===== config.mk =====
export PLATFORM = sky130hd
export DESIGN_NAME = reg_dump_reader
export DESIGN_NICKNAME = d
export VERILOG_FILES = /design/src/rtl/reg_dump_reader.sv
export SDC_FILE = /design/constraint.sdc
export NUM_CORES = 1
export LEC_CHECK = 0
export ABC_AREA = 1
export BUFFER_PORTS_ARGS = -buffer_cell sky130_fd_sc_hd__clkbuf_2
export CORE_ASPECT_RATIO = 1.75
export CORE_MARGIN = 10
export CORE_UTILIZATION = 30
export DETAILED_ROUTE_END_ITERATION = 6
export HOLD_SLACK_MARGIN = 0.05
export PLACE_DENSITY_LB_ADDON = 0.25
export SYNTH_ARGS = -nofsm -noshare
export SYNTH_HDL_FRONTEND = slang
export SYNTH_SLANG_ARGS = --single-unit

===== constraint.sdc =====
create_clock -name clk -period 3.3 [get_ports clk]
set_clock_uncertainty 0.05 [all_clocks]
set_input_delay 0 -clock clk [delete_from_list [all_inputs] [get_ports clk]]
set_output_delay 0 -clock clk [all_outputs]
set_load 0.03 [all_outputs]

===== src/rtl/reg_dump_reader.sv =====
// reg_dump_reader: streams a wrap-around range of register-file words as address-tagged valid/ready beats.
// Define REG_DUMP_CHECKSUM_EN to append an XOR checksum beat after the last register beat.
module reg_dump_reader #(
   parameter int ADDR_W = 5,
   parameter int DATA_W = 32
) (
   input  logic              clk,
   input  logic              rst,
   input  logic              start,
   input  logic [ADDR_W-1:0] first_addr,
   input  logic [ADDR_W-1:0] last_addr,
   output logic [ADDR_W-1:0] rd_addr,
   input  logic [DATA_W-1:0] rd_data,
   output logic              out_valid,
   input  logic              out_ready,
   output logic [ADDR_W-1:0] out_addr,
   output logic [DATA_W-1:0] out_data,
   output logic              out_last,
   output logic              busy,
   output logic              done
);
   localparam logic [2:0] IDLE  = 3'd0;
   localparam logic [2:0] FETCH = 3'd1;
   localparam logic [2:0] SEND  = 3'd2;
   localparam logic [2:0] SUM   = 3'd3;
   localparam logic [2:0] FIN   = 3'd4;
`ifdef REG_DUMP_CHECKSUM_EN
   localparam logic CHK = 1'b1;
   logic [DATA_W-1:0] chk_q, chk_d;
`else
   localparam logic CHK = 1'b0;
`endif
   logic [2:0]        state_q, state_d;
   logic [ADDR_W-1:0] cur_q, cur_d, last_q, last_d, out_addr_q, out_addr_d;
   logic [DATA_W-1:0] out_data_q, out_data_d;
   logic              out_last_q, out_last_d, busy_q, busy_d;
   // cur doubles as the read-port address; it only moves on entry to FETCH
   assign rd_addr   = cur_q;
   assign out_valid = (state_q == SEND) || (state_q == SUM);
   assign out_addr  = out_addr_q;
   assign out_data  = out_data_q;
   assign out_last  = out_last_q;
   assign busy      = busy_q;
   assign done      = state_q == FIN;
   always_comb begin
      state_d    = state_q;
      cur_d      = cur_q;
      last_d     = last_q;
      out_addr_d = out_addr_q;
      out_data_d = out_data_q;
      out_last_d = out_last_q;
      busy_d     = busy_q;
`ifdef REG_DUMP_CHECKSUM_EN
      chk_d      = chk_q;
`endif
      case (state_q)
         IDLE: if (start) begin
            cur_d   = first_addr;
            last_d  = last_addr;
            busy_d  = 1'b1;
            state_d = FETCH;
`ifdef REG_DUMP_CHECKSUM_EN
            chk_d   = '0;
`endif
         end
         FETCH: begin
            out_data_d = rd_data;
            out_addr_d = cur_q;
            out_last_d = !CHK && (cur_q == last_q);
            state_d    = SEND;
         end
         SEND: if (out_ready) begin
`ifdef REG_DUMP_CHECKSUM_EN
            chk_d = chk_q ^ out_data_q;
`endif
            if (cur_q == last_q) begin
               state_d = CHK ? SUM : FIN;
`ifdef REG_DUMP_CHECKSUM_EN
               out_addr_d = '0;
               out_data_d = chk_d;
               out_last_d = 1'b1;
`endif
            end else begin
               cur_d   = cur_q + ADDR_W'(1);
               state_d = FETCH;
            end
         end
         SUM: if (out_ready) state_d = FIN;
         FIN: begin
            busy_d  = 1'b0;
            state_d = IDLE;
         end
         default: state_d = IDLE;
      endcase
   end
   always_ff @(posedge clk or posedge rst) begin
      if (rst) begin
         state_q    <= IDLE;
         cur_q      <= '0;
         last_q     <= '0;
         out_addr_q <= '0;
         out_data_q <= '0;
         out_last_q <= 1'b0;
         busy_q     <= 1'b0;
`ifdef REG_DUMP_CHECKSUM_EN
         chk_q      <= '0;
`endif
      end else begin
         state_q    <= state_d;
         cur_q      <= cur_d;
         last_q     <= last_d;
         out_addr_q <= out_addr_d;
         out_data_q <= out_data_d;
         out_last_q <= out_last_d;
         busy_q     <= busy_d;
`ifdef REG_DUMP_CHECKSUM_EN
         chk_q      <= chk_d;
`endif
      end
   end
endmodule


Yosys cells after proc, flatten, opt, wreduce, memory -nomap -nowiden
Cells that the tools add are included.
Storage, ports and cells
  output and inout bits: 46
  bits in read-only memories: 0
  latch bits: 0
  flip-flop bits (word level): 52
  bits of input ports: 46
  logic and storage cells: 36
  memory bits (writable): 0
  memories kept: 0
Operators by class
  divide/modulo/power cells: 0
  $add $sub $neg: 1
  mux-type cells: 11
  eq/ne operators: 9
  order comparisons: 0
  reduce and logical (&&, ||, !) cells: 8
  shift-type cells: 0
  multipliers: 0
  bitwise logic cells: 0
Operators by type and width (count)
  2-to-1 mux 5 bit: 3
  2-to-1 mux 3 bit: 4
  one-hot mux 3 bit (4 select lines): 1
  one-hot mux 5 bit (2 select lines): 1
  inequality test 2 bit (second input constant): 4
  equality test 3 x 2 -> 1 bit (second input constant): 2
  adder 5 x 1 -> 5 bit (second input constant): 1
  equality test 5 bit: 1
  AND reduction 2 bit: 2
  AND reduction 4 bit: 1
  nonzero test 2 bit: 2
  equality test 3 x 1 -> 1 bit (second input constant): 1
  equality test 3 bit (second input constant): 1
  zero test 3 bit: 1
  AND reduction 3 bit: 1
  one-hot mux 1 bit (2 select lines): 1
  logical OR 1 bit: 1
  2-to-1 mux 1 bit: 1

Longest topological paths before layout
  word-level depth: 4
  depth in mapped cells: 10
  depth with buffers taken out: 10

Worst setup path before layout
OpenSTA, ideal clock, no wires.
  path type: register to register
  start point: register state_q[2]
  end point: register busy_q, in the netlist busy
  data required time: 3.087 ns
  period minus slack after synthesis: 1.576 ns
  setup time: 0.163 ns
  path slack: 1.724 ns
  arrival time: 1.363 ns
  buffers on the path: 0
  stages on the path, launching flop included: 4
  cells stage by stage: dfrtp_1 inv_1 nor3_1 o21ai_0
On the way
  word-level cells in the longest chain between the ends: 3
  elaborated cells between the ends (all ways): 6
  classes of those cells: 2 x eq/ne; 1 x mux; 3 x reduce/logical
Ends and longest elaborated chain
  start: declaration: RTL line 33  | logic [2:0] state_q, state_d;
  start signal: assignment: RTL line 109  | state_q <= state_d;
  equality test 3 bit *
  named net done: RTL line 20  | output logic done
  nonzero test 2 bit (no line)
  AND reduction 2 bit (no line)
  end signal: assignment: RTL line 115  | busy_q <= busy_d;
  end: declaration: RTL line 36  | logic out_last_q, out_last_d, busy_q, busy_d;
Mark *: on every way through the listed nets, which the timed path passes. The rest lies on a longest branch.
A chain may end at the register's enable or synchronous reset.

Worst setup path in the final report
  start point: register state_q[1]
  end point: register out_data_q[2], in the netlist out_data[2]
On the way
  word-level cells in the longest chain between the ends: 1
Ends and longest elaborated chain
  equality test 3 x 1 -> 1 bit: RTL line 56  | case (state_q)
  end signal: assignment: RTL line 113  | out_data_q <= out_data_d;
  end: declaration: RTL line 35  | logic [DATA_W-1:0] out_data_q, out_data_d;
Every way passes these cells.

==> results_dict.tcl <==
set metrics [dict create \
    synthXorXnorAreaFrac_pct 1.57 \
    hpwl_um 4190 \
    status "finished clean" \
    drt_iter0_drc 66 \
    hold_path_class "in2reg" \
    synth_area_leaders "dfrtp_1 58%, mux2_2 18%, nand2_1 5.7%" \
    grt_pass1_vias 1927 \
    yosys.area_share.simple_pct 13.2 \
    die_w_um 85.1 \
    tightest_slew_ps 1090 \
    max_slew_margin_pct 27.4 \
    leakage_nw 1.69 \
    syn_inst 187 \
    cts_max_level 2 \
    synth_mux_area_share_pct 18.2 \
    hold_violations 0 \
    grt_max_degree 53 \
    num_rows 41 \
    drc 0 \
    critPathRequiredTime_ps 3420 \
    area_delta_synth_final_pct 50.2 \
    cts_resized 0 \
    totalPowerFinal_w 0.00356 \
    maxCapViolCount 0 \
    cts_hold_buf 44 \
    cts_tree "done" \
    seqCellArea_mm2 0.00130 \
    worst-path-buf-inv 0 \
    maxSlewViolCount 0 \
    synth_top_family_by_area "multiplexers" \
    rsz0062_at_grt "no" \
    drt_wl_total_um 5750 \
    crit_family "simple AND/OR/NAND/NOR gates" \
    start_util_pct 30.8 \
    clkPwrFrac_pct 16.2 \
    die_h_um 134 \
    crit_chain "nor2_4, nand2_2, mux2_2" \
    multi_input_area_um2 820 \
    max_stage_delay_ps 540 \
    clk_pin_slew_ps 70 \
    p_seq_share_pct 32.9 \
    grt_overflow_total 0 \
    core_mm2 0.00723 \
    clk_path_buf_depth 2 \
    layout.nets 372 \
    fillers 682 \
    clockRootBuffer "clkbuf_16" \
    io_buffer_count 91 \
    clock_latency_ps 290 \
    end_kind "flop" \
    startpoint_type "flop" \
    netSwitchingFraction_pct 44.2 \
    via_count 1767 \
    diodes 0 \
    grt_pass1_wl_um 9540 \
    ios 92 \
    yosys.area_share.adder_pct 0.562 \
    switchingPower_w 0.00158 \
    antenna_found_initial 0 \
    internal_power_w 0.00199 \
    worstPathArrival_ps 1960 \
    pwr-share-comb_pct 51.0 \
    timing.final.crit_share_pct 55.6 \
    synth.distinct_cells 23 \
    synth-seq-area-share_pct 58.4 \
    vdd_drop_max_mv 0.498 \
    post_drt_wl_per_cell_um 14.0 \
    drtPass1Iterations 3 \
    gp_congestion 0.759 \
    vias_per_cell 4.29 \
    syn_area_per_cell_um2 11.9 \
    drtAntennaViolNets 0 \
    crit_fanout 43 \
    critical_path_class "reg2reg" \
    post-cts-setup-buffer-count 0 \
    post-synth-top-area-fraction_pct 58.4 \
    cts_num_sinks 52 \
    yosys_register_bits 52 \
    setup-violations-final 0 \
    die_area_mm2 0.0114 \
    synthesis.nets 234 \
    cts_made_buffers 5 \
    yosys.area.top_type "dfrtp_1" \
    fmax_mhz 545 \
    ys_warn_count 0 \
    grt.total_usage_pct 10.4 \
    fin_tns_setup_ps 0 \
    cp_slowest_cell "nand2_2" \
    syn_area_mm2 0.00223 \
    synth-compound-area-share_pct 3.26 \
    fin_crit_ps 1830 \
    drive_gt1_share_pct 44.8 \
    powerDensity_mw_per_mm2 1070 \
]
[power groups by stage]
stage	clock, W	sequential [W]	combinational, W
final	0.000576	0.00117	0.00182
after global routing	0.000626	0.00122	0.00198
after CTS	0.000601	0.00117	0.00186
after detailed placement	0	0.00118	0.00181
after global placement	0	0.00117	0.00179
after floorplan	0	0.00168	0.000839
[cell families (layout without fill, tap and decap cells)]
family,Yosys count,count (layout)
DFF,52,52
xor gates and xnor gates,4,4
and+or+nand+nor,61,61
buffers and inverters,19,158
adders and majority gates,1,1
muxes,36,36
AOI/OAI and AO/OA,14,14
[cell type report]
class,instances,area share (%)
timing repair buffer,135,26.8
multi-input combinational,116,24.5
clock buffer,6,3.85
sequential,52,38.9
tap,86,3.22
clock inverter,2,1.05
inverter,15,1.68
[synth_stat cells]
cell / instances
nor2_1: 7
xor2_1: 2
nor3_1: 1
nor2_4: 2
nand3_1: 9
mux2_2: 36
xnor2_1: 2
nand2_4: 2
dfrtp_1: 52
a211oi_1: 1
o21ai_1: 1
nand2_2: 3
inv_2: 2
or2_1: 1
nand3_2: 2
ha_1: 1
clkbuf_8: 2
o21ai_0: 9
a21oi_1: 3
inv_1: 12
buf_6: 2
nand2_1: 34
clkinv_1: 1
[final timing paths]
check | start | to | slack [ps] | cells after the start
worst min-delay path | start | last_q[3]$_DFFE_PP0P_ | 60 | 3
max in group asynchronous | rst | out_data[10]$_DFFE_PP0N_ | 2070 | 3
worst max register to register | state_q[1]$_DFFE_PP0P_ | out_data[2]$_DFFE_PP0N_ | 1470 | 3
worst min register to register | out_addr[3]$_DFFE_PP0N_ | out_addr[3]$_DFFE_PP0N_ | 440 | 2
worst max-delay path | state_q[1]$_DFFE_PP0P_ | out_data[2]$_DFFE_PP0N_ | 1470 | 3
min in group asynchronous | rst | out_data[7]$_DFFE_PP0N_ | 470 | 3
[worst reg2reg max path: cells and delay by family (launching register included)]
family | cells | cell delay [ps]
multiplexers | 1 | 520
flip-flops | 1 | 440
AND/OR/NAND/NOR | 2 | 720
[registers in the layout, indices dropped and copies added, names as in the netlist]
name	count
busy	1
last_q	5
rd_addr	5
state_q	3
out_data	32
out_last	1
out_addr	5
[layout by cell type (no fill, tap or decap), types with 3 or more instances in the layout]
| master | n |
|---|---|
| nor2_1 | 7 |
| nand2_2 | 3 |
| dfrtp_1 | 52 |
| inv_2 | 3 |
| o21ai_0 | 9 |
| nand3_1 | 9 |
| a21oi_1 | 3 |
| inv_1 | 11 |
| clkbuf_16 | 5 |
| nand2_1 | 34 |
| mux2_2 | 36 |
| dlygate4sd3_1 | 44 |
| clkbuf_2 | 91 |
[per-layer routing]
layer	vias up	track usage, %	routed length (µm)
li1	888	-	-
met1	819	9.87	2030
met2	52	18.9	3200
met3	8	3.58	351
met4	0	5.51	166
met5	-	0	0
[through the flow]
step	instances	util (%)	setup slack [ps]	hold slack (ps)	area [µm²]
global route	412	46.2	1330	62.8	3340
floorplan	187	-	1720	40.7	2230
CTS	412	46.2	1430	53.5	3340
detailed placement	360	37.9	1440	160	2740
global placement	360	37.9	1480	159	2740
finish	412	46.2	1470	58.1	3340
No activity file was read; power rests on OpenSTA's default activity.
